### src/rtl/gshare_predictor_pkg.sv
// Shared types and helpers for the gshare/bimodal branch predictor.
package gshare_predictor_pkg;

    localparam int MODE_BIMODAL = 0;
    localparam int MODE_GSHARE  = 1;

    typedef enum logic {
        ST_INIT = 1'b0,
        ST_RUN  = 1'b1
    } gshare_state_e;

    // Saturating counter step; holds at all-ones on taken and at zero on not-taken.
    function automatic logic [31:0] sat_ctr_next(input logic [31:0] ctr,
                                                 input logic        taken,
                                                 input int          width);
        logic [31:0] max_v;
        max_v = (width >= 32) ? 32'hFFFF_FFFF : ((32'd1 << width) - 32'd1);
        if (taken) begin
            return (ctr >= max_v) ? max_v : ctr + 32'd1;
        end
        return (ctr == 32'd0) ? 32'd0 : ctr - 32'd1;
    endfunction

endpackage

### src/rtl/gshare_predictor_pht_ram.sv
// Pattern history table storage: one combinational read port, one synchronous write port.
module gshare_predictor_pht_ram #(
    parameter int IDX_W = 6,
    parameter int CTR_W = 2
) (
    input  logic             clk,
    input  logic             we,
    input  logic [IDX_W-1:0] waddr,
    input  logic [CTR_W-1:0] wdata,
    input  logic [IDX_W-1:0] raddr,
    output logic [CTR_W-1:0] rdata
);

    // No reset on the array so it can map onto RAM; the clear walk initialises it.
    logic [CTR_W-1:0] mem_q [2**IDX_W];

    always_ff @(posedge clk) begin
        if (we) begin
            mem_q[waddr] <= wdata;
        end
    end

    assign rdata = mem_q[raddr];

endmodule

### src/rtl/gshare_predictor.sv
// Gshare / bimodal branch predictor with speculative history, mispredict repair
// and a table-clearing walk after reset or flush.
module gshare_predictor
    import gshare_predictor_pkg::*;
#(
    parameter int PC_W     = 32,
    parameter int PC_LSB   = 0,
    parameter int IDX_W    = 6,
    parameter int CTR_W    = 2,
    parameter int HIST_W   = 6,
    parameter int MODE     = 1,
    parameter int CTR_INIT = 0
) (
    input  logic              clk,
    input  logic              reset_n,
    input  logic              flush_req,
    output logic              ready,
    input  logic              lookup_valid,
    input  logic [PC_W-1:0]   lookup_pc,
    output logic              lookup_taken,
    output logic [HIST_W-1:0] lookup_ghr,
    input  logic              update_valid,
    input  logic [PC_W-1:0]   update_pc,
    input  logic [HIST_W-1:0] update_ghr,
    input  logic              update_taken,
    input  logic              update_mispredict,
    output gshare_state_e     dbg_state
);

    typedef logic [IDX_W-1:0] idx_t;

    function automatic idx_t make_idx(input logic [PC_W-1:0]   pc,
                                      input logic [HIST_W-1:0] hist);
        idx_t h;
        h = '0;
        if (MODE == MODE_GSHARE) begin
            h[HIST_W-1:0] = hist;
        end
        return pc[PC_LSB +: IDX_W] ^ h;
    endfunction

    gshare_state_e     state_q, state_d;
    idx_t              ptr_q, ptr_d;
    logic [HIST_W-1:0] ghr_q, ghr_d;

    idx_t              lookup_idx, update_idx, pht_waddr;
    logic [CTR_W-1:0]  rd_lookup, rd_update, pht_wdata;
    logic              pht_we, look_fire, upd_fire, repair;

    logic unused_pc_bits;
    assign unused_pc_bits = ^{lookup_pc, update_pc};

    assign lookup_idx = make_idx(lookup_pc, ghr_q);
    assign update_idx = make_idx(update_pc, update_ghr);
    assign look_fire  = lookup_valid & ready;
    assign upd_fire   = update_valid & ready;
    assign repair     = upd_fire & update_mispredict;

    // Two identical copies give the lookup and the read-modify-write update their own read port.
    gshare_predictor_pht_ram #(.IDX_W(IDX_W), .CTR_W(CTR_W)) pht_lookup (
        .clk(clk), .we(pht_we), .waddr(pht_waddr), .wdata(pht_wdata),
        .raddr(lookup_idx), .rdata(rd_lookup)
    );

    gshare_predictor_pht_ram #(.IDX_W(IDX_W), .CTR_W(CTR_W)) pht_update (
        .clk(clk), .we(pht_we), .waddr(pht_waddr), .wdata(pht_wdata),
        .raddr(update_idx), .rdata(rd_update)
    );

    always_ff @(posedge clk or negedge reset_n) begin
        if (!reset_n) begin
            state_q <= ST_INIT;
            ptr_q   <= '0;
            ghr_q   <= '0;
        end else begin
            state_q <= state_d;
            ptr_q   <= ptr_d;
            ghr_q   <= ghr_d;
        end
    end

    always_comb begin
        state_d = state_q;
        ptr_d   = ptr_q;
        ghr_d   = ghr_q;
        case (state_q)
            ST_INIT: begin
                ptr_d = ptr_q + 1'b1;
                if (flush_req) begin
                    ptr_d = '0;
                end else if (ptr_q == '1) begin
                    state_d = ST_RUN;
                end
            end
            ST_RUN: begin
                if (flush_req) begin
                    state_d = ST_INIT;
                    ptr_d   = '0;
                    ghr_d   = '0;
                end else if (repair) begin
                    // Repair restores the branch's own history, overriding any lookup shift.
                    ghr_d = HIST_W'({update_ghr, update_taken});
                end else if (look_fire) begin
                    ghr_d = HIST_W'({ghr_q, lookup_taken});
                end
            end
            default: state_d = ST_INIT;
        endcase
    end

    always_comb begin
        ready        = (state_q == ST_RUN);
        lookup_taken = ready & rd_lookup[CTR_W-1];
        lookup_ghr   = ghr_q;
        dbg_state    = state_q;
        if (state_q == ST_INIT) begin
            pht_we    = 1'b1;
            pht_waddr = ptr_q;
            pht_wdata = CTR_W'(CTR_INIT);
        end else begin
            pht_we    = upd_fire;
            pht_waddr = update_idx;
            pht_wdata = CTR_W'(sat_ctr_next(32'(rd_update), update_taken, CTR_W));
        end
    end

endmodule

### config.mk
export PLATFORM = sky130hd
export DESIGN_NAME = gshare_predictor
export DESIGN_NICKNAME = d
export VERILOG_FILES = /design/src/rtl/gshare_predictor_pkg.sv /design/src/rtl/gshare_predictor_pht_ram.sv /design/src/rtl/gshare_predictor.sv
export SDC_FILE = /design/constraint.sdc
export NUM_CORES = 1
export LEC_CHECK = 0
export CELL_PAD_IN_SITES_DETAIL_PLACEMENT = 1
export CELL_PAD_IN_SITES_GLOBAL_PLACEMENT = 2
export CORE_ASPECT_RATIO = 2
export CORE_MARGIN = 2
export CORE_UTILIZATION = 30
export DETAILED_ROUTE_END_ITERATION = 8
export GPL_ROUTABILITY_DRIVEN = 0
export PLACE_DENSITY = 0.59
export SLEW_MARGIN = 25
export SYNTH_ARGS = -nofsm -noshare
export SYNTH_HDL_FRONTEND = slang
export SYNTH_HIERARCHICAL = 1
export SYNTH_SLANG_ARGS = --single-unit
### constraint.sdc
create_clock -name clk -period 18.23 [get_ports clk]
set_input_delay 3.646 -clock clk [delete_from_list [all_inputs] [get_ports clk]]
set_output_delay 3.646 -clock clk [all_outputs]
set_load 0.05 [all_outputs]
Word level (Yosys, flattened, before mapping). Memory sizes are Yosys's and may differ from the RTL's. Cells that the tools add are included.

Latch bits: 0. Memory bits (writable): 256. Register bits: 13. Word-level logic and storage cells: 42. ROM bits: 0. Output and inout port bits: 9. Memories kept: 2. Bits of input ports: 77.

Shifts and indexed selects: 0. Equality and inequality tests: 2. Multiplexer cells: 21. Bitwise gates (word level): 7. Reduce and logical (&&, ||, !) cells: 3. Multipliers: 0. Order comparisons: 1. $add $sub $neg: 3. Div/mod/pow operators: 0.

Memories: pht_lookup.mem_q (depth 64, bits a word 2, rd ports 1, clocked after Yosys merged registers in 0, wr ports 1, RTL line gshare_predictor_pht_ram.sv:15) `logic [CTR_W-1:0] mem_q [2**IDX_W];`; pht_update.mem_q (depth 64, bits a word 2, rd ports 1, clocked after Yosys merged registers in 0, wr ports 1, RTL line gshare_predictor_pht_ram.sv:15).

Operators with widths (count): $mux W6 (6); $pmux W6 S2 (1); $xor A6 B6 Y6 (2); $mux W2 (5); $mux W1 (8); $add A6 B1 Y6 const B (1); $eq A6 B6 Y1 const B (1); $and A1 B1 Y1 (4); $reduce_bool A3 Y1 (1); $add A2 B1 Y2 const B (1); $ge A2 B2 Y1 const B (1); $logic_not A2 Y1 (1); $ne A2 B2 Y1 const B (1); $pmux W1 S2 (1); $reduce_and A2 Y1 (1); $sub A2 B1 Y2 const B (1); $not A1 Y1 (1).

Logic depth before layout (Yosys ltp). An unclocked memory read counts as a cell.

Depth in word-level cells: 7. Gate-level depth with buffers: 11. Mapped depth without buffers: 9.

Cells and area by module. The synthesis kept the hierarchy.

Modules (own cells, without submodules): gshare_predictor_pht_ram (area each 5357.6 µm², seq. area each 3843.7 µm², times used 2, cells each 322); gshare_predictor (area each 875.8 µm², seq. area each 325.3 µm², times used 1, cells each 86).

Worst setup path before layout. OpenSTA, ideal clock, no wires.

Kind: input-to-reg. Start point: in update_ghr[1]. End point: mem pht_lookup.mem_q[0][1], data pin. Stages on the path: 9. Arrival: 10.274 ns. Setup time: 1.239 ns. Required time: 16.991 ns. Buffers on the path: 1. Slack: 6.717 ns. Path through: xor2_1 > clkbuf_1 > mux4_2 > nand3_1 > a41oi_1 > a311oi_1 > a311oi_1 > o21ai_0 > a21boi_0.

Longest elaborated chain between the ends: 7. Elaborated cells on any way between the ends: 11. Classes of those cells: add/sub (2); order compare (1); mux (5); bitwise (1); reduce/logical (1); memory (1).

RTL lines: from (decl) (RTL line gshare_predictor.sv:24) `input logic [HIST_W-1:0] update_ghr,`; $xor A6 B6 Y6 * (RTL line gshare_predictor.sv:39) `return pc[PC_LSB +: IDX_W] ^ h;`; $mem_v2 Z64 W2 *; via rd_update[1] (RTL line gshare_predictor.sv:47) `logic [CTR_W-1:0] rd_lookup, rd_update, pht_wdata;`; $add A2 B1 Y2 / $ge A2 B2 Y1 (equally long branches) (RTL line gshare_predictor_pkg.sv:19) `return (ctr >= max_v) ? max_v : ctr + 32'd1;`; $mux W2 (RTL line gshare_predictor_pkg.sv:19); $mux W2 (RTL line gshare_predictor_pkg.sv:18) `if (taken) begin`; $mux W2 * (RTL line gshare_predictor_pkg.sv:21) `return (ctr == 32'd0) ? 32'd0 : ctr - 32'd1;`; $mux W2 * (RTL line gshare_predictor.sv:116) `if (state_q == ST_INIT) begin`; via pht_wdata[1] (RTL line gshare_predictor.sv:47); to (decl) (RTL line gshare_predictor_pht_ram.sv:15).

The timed path passes the listed nets; every way through them passes the cells marked *. The select of a mux whose other input is x is not followed.

Worst setup path in the final report.
Start point: in lookup_pc[0]. End point: out lookup_taken.

Longest elaborated chain between the ends: 3.

RTL lines: from (decl) (RTL line gshare_predictor.sv:19) `input logic [PC_W-1:0] lookup_pc,`; $xor A6 B6 Y6 (RTL line gshare_predictor.sv:39); via lookup_idx[0] (RTL line gshare_predictor.sv:46) `idx_t lookup_idx, update_idx, pht_waddr;`; $mem_v2 Z64 W2; via rd_lookup[1] (RTL line gshare_predictor.sv:47); $and A1 B1 Y1 (RTL line gshare_predictor.sv:113) `lookup_taken = ready & rd_lookup[CTR_W-1];`; to (decl) (RTL line gshare_predictor.sv:20) `output logic lookup_taken,`.

The timed path passes the listed nets, and every way through them passes these cells.

==> results.yml <==
run_status:
  outcome: "finished clean"
min_path:
  worst_hold_endpoint: "lookup_ghr[5]$_DFFE_PN0P_"
  hp_class: "flip-flop to flip-flop"
  hold_path_depth: 1
  hold_start: "lookup_ghr[5]$_DFFE_PN0P_"
finish:
  most-common-layout-cells: "192 x edfxtp_1, 145 x nor2_1, 42 x mux4_2"
  fillerInstances: 3119
  nets: 738
  final_design_area_no_fill_mm2: 0.01049
  antenna_cells: 0
  drive_gt1_frac: 0.1429
  areaGrowthSynthToFinish_pct: 14.04
  commonest_non_fill_non_tap_cell_in_the_layout: "edfxtp_1"
placed_design:
  port-buffer-count: 33
  dpl.hpwl_um: 16890
  dpl-instance-area_mm2: 0.009915
pwr:
  power-per-cell-area_mw_per_mm2: 94.73
  p_leak_nw: 3.448
  power_frac_clock: 0.380
  share_of_power_burned_in_registers: 0.517
  power.switching_mw: 0.2347
  highest_ir_drop_seen_on_vdd_v: 0.00004802
  power.combinational.fraction: 0.103
  power.internal_mw: 0.7588
  switching_share_of_total_power: 0.2363
clocking:
  postCtsResizedCells: 0
  post-cts-setup-buffer-count: 0
  cts.sinks: 205
  htreeDepth: 1
  clock_tree_from_tritoncts: "done"
  clkLatencyLatePin_ns: 0.50
  numCtsBuffers: 19
  clk_transition_reported_paths_ns: 0.06
  cts_root_buffer: "clkbuf_16"
  max-clock-path-buffers: 3
  ctsHoldBuffers: 0
worst_setup_path:
  worst-setup-path-type: "primary input to primary output"
  arrival_ns: 6.98
  worstPathMaxFanout: 20
  worstReg2RegStart: "pht_update/mem_q[6][1]$_DFFE_PP_"
  critical_path.startpoint_type: "primary input"
  critPathRequiredTime_ns: 14.58
  r2r.worst_path.cells: 8
  worstReg2RegEnd: "pht_lookup/mem_q[1][1]$_DFFE_PP_"
  regToRegSetupSlack_ns: 14.75
  critical_path_endpoint_category: "primary output"
die:
  die-width_um: 127.8
  die_area_mm2: 0.03216
  vertical_extent_of_the_die_um: 251.6
  core_region_area_mm2: 0.03018
  pin_count: 86
  placement_rows: 90
  initial_core_util: 0.3047
detailed_routing:
  via_per_inst: 5.107
  firstDrtPassIters: 4
  route.detailed.drc: 0
  drt.antenna.violating_nets: 0
  vias: 5311
  routed_wire_per_std_cell_um: 23.05
  drtIter0Drc: 351
  total_routed_wirelength_um: 23980
synthesis:
  syn_inst: 633
  synth-warning-count: 6
  synthesized_cell_area_mm2: 0.009196
  syn-mean-instance-area_um2: 14.53
  synth_fp_nets: 711
sta:
  worst_clock_skew_ns: 0.008477
  clock.fmax_mhz: 94.09
  maxSlewHeadroom: 0.3580
  rsz0062_at_grt: "no"
  worst-slew-pin-transition_ns: 0.9630
  final_critical_path_required_period_ns: 10.63
  post-route-period-util: 0.5830
  report.final.hold_viol_count: 0
  timing.final.max_slew_violations: 0
  fin_tns_setup_ns: 0
  report.final.setup_viol: 0
global_route:
  gr_util_all_layers: 0.1536
  grt_start_max_net_pins: 105
  initial_antenna_violation_count: 0
  number_of_global_route_vias_before_repair: 5967
  grt_pass1_wl_um: 36510
  grt_overflow: 0
run:
  count_of_max_cap_constraint_violations: 0
[state kept, by name, summed over array words and instances (netlist names)]
register / count
lookup_ghr: 6
pht_update/mem_q: 128
dbg_state: 1
pht_lookup/mem_q: 64
ptr_q: 6
[per-stage QoR]
stage	hold slack (ns)	power (mW)	worst slack, ns	instances	util
CTS	0.5988	1.010	7.462	1040	0.3475
floorplan	0.5324	0.5920	6.717	633	-
finish	0.5860	0.9935	7.602	1040	0.3475
global route	0.6041	1.030	7.414	1040	0.3475
global placement	0.5674	0.6272	7.447	1007	0.3285
detailed placement	0.5801	0.6290	7.466	1007	0.3285
[critical path: stages]
cell and delay [ns]:
clkdlybuf4s50_1 0.50, xor2_2 0.14, buf_4 0.37, mux4_2 0.57, nand3b_1 0.12, a41oi_1 0.16, a311oi_1 0.39, a311oi_1 0.15
and2_1 0.22, clkdlybuf4s50_1 0.69
[per-layer routing]
| metal | global-route usage | up-vias | wire, µm |
|---|---|---|---|
| li1 | - | 2447 | - |
| met1 | 0.1470 | 2745 | 7854 |
| met2 | 0.3239 | 89 | 14690 |
| met3 | 0.01739 | 30 | 782 |
| met4 | 0.05055 | 0 | 646 |
| met5 | 0 | - | 0 |
[worst max path at each step]
| stage | end | slack [ns] | from | cells after the start |
|---|---|---|---|---|
| floorplan | pht_lookup/mem_q[0][1]$_DFFE_PP_ | 6.72 | update_ghr[1] | 9 |
| global placement | lookup_taken | 7.45 | lookup_pc[0] | 10 |
| detailed placement | lookup_taken | 7.47 | lookup_pc[0] | 10 |
| CTS | lookup_taken | 7.46 | lookup_pc[0] | 10 |
| global route | lookup_taken | 7.41 | lookup_pc[0] | 10 |
| finish | lookup_taken | 7.60 | lookup_pc[0] | 10 |
[cell type report]
type	instances	area [µm²]	share of cell area
sequential	205	6091	0.5808
multi-input combinational	387	2940	0.2804
clock buffer	21	483.0	0.04605
tap	368	460.4	0.04390
timing repair buffer	44	412.9	0.03937
clock inverter	12	88.84	0.008470
inverter	3	11.26	0.001074
[power groups by stage]
stage / Clock [mW] / Sequential, mW / Combinational (mW)
final: 0.378 / 0.513 / 0.103
after global routing: 0.405 / 0.513 / 0.111
after CTS: 0.391 / 0.513 / 0.106
after detailed placement: 0 / 0.524 / 0.105
after global placement: 0 / 0.523 / 0.104
after floorplan: 0 / 0.525 / 0.0673
(Power assumes the default switching activity.)
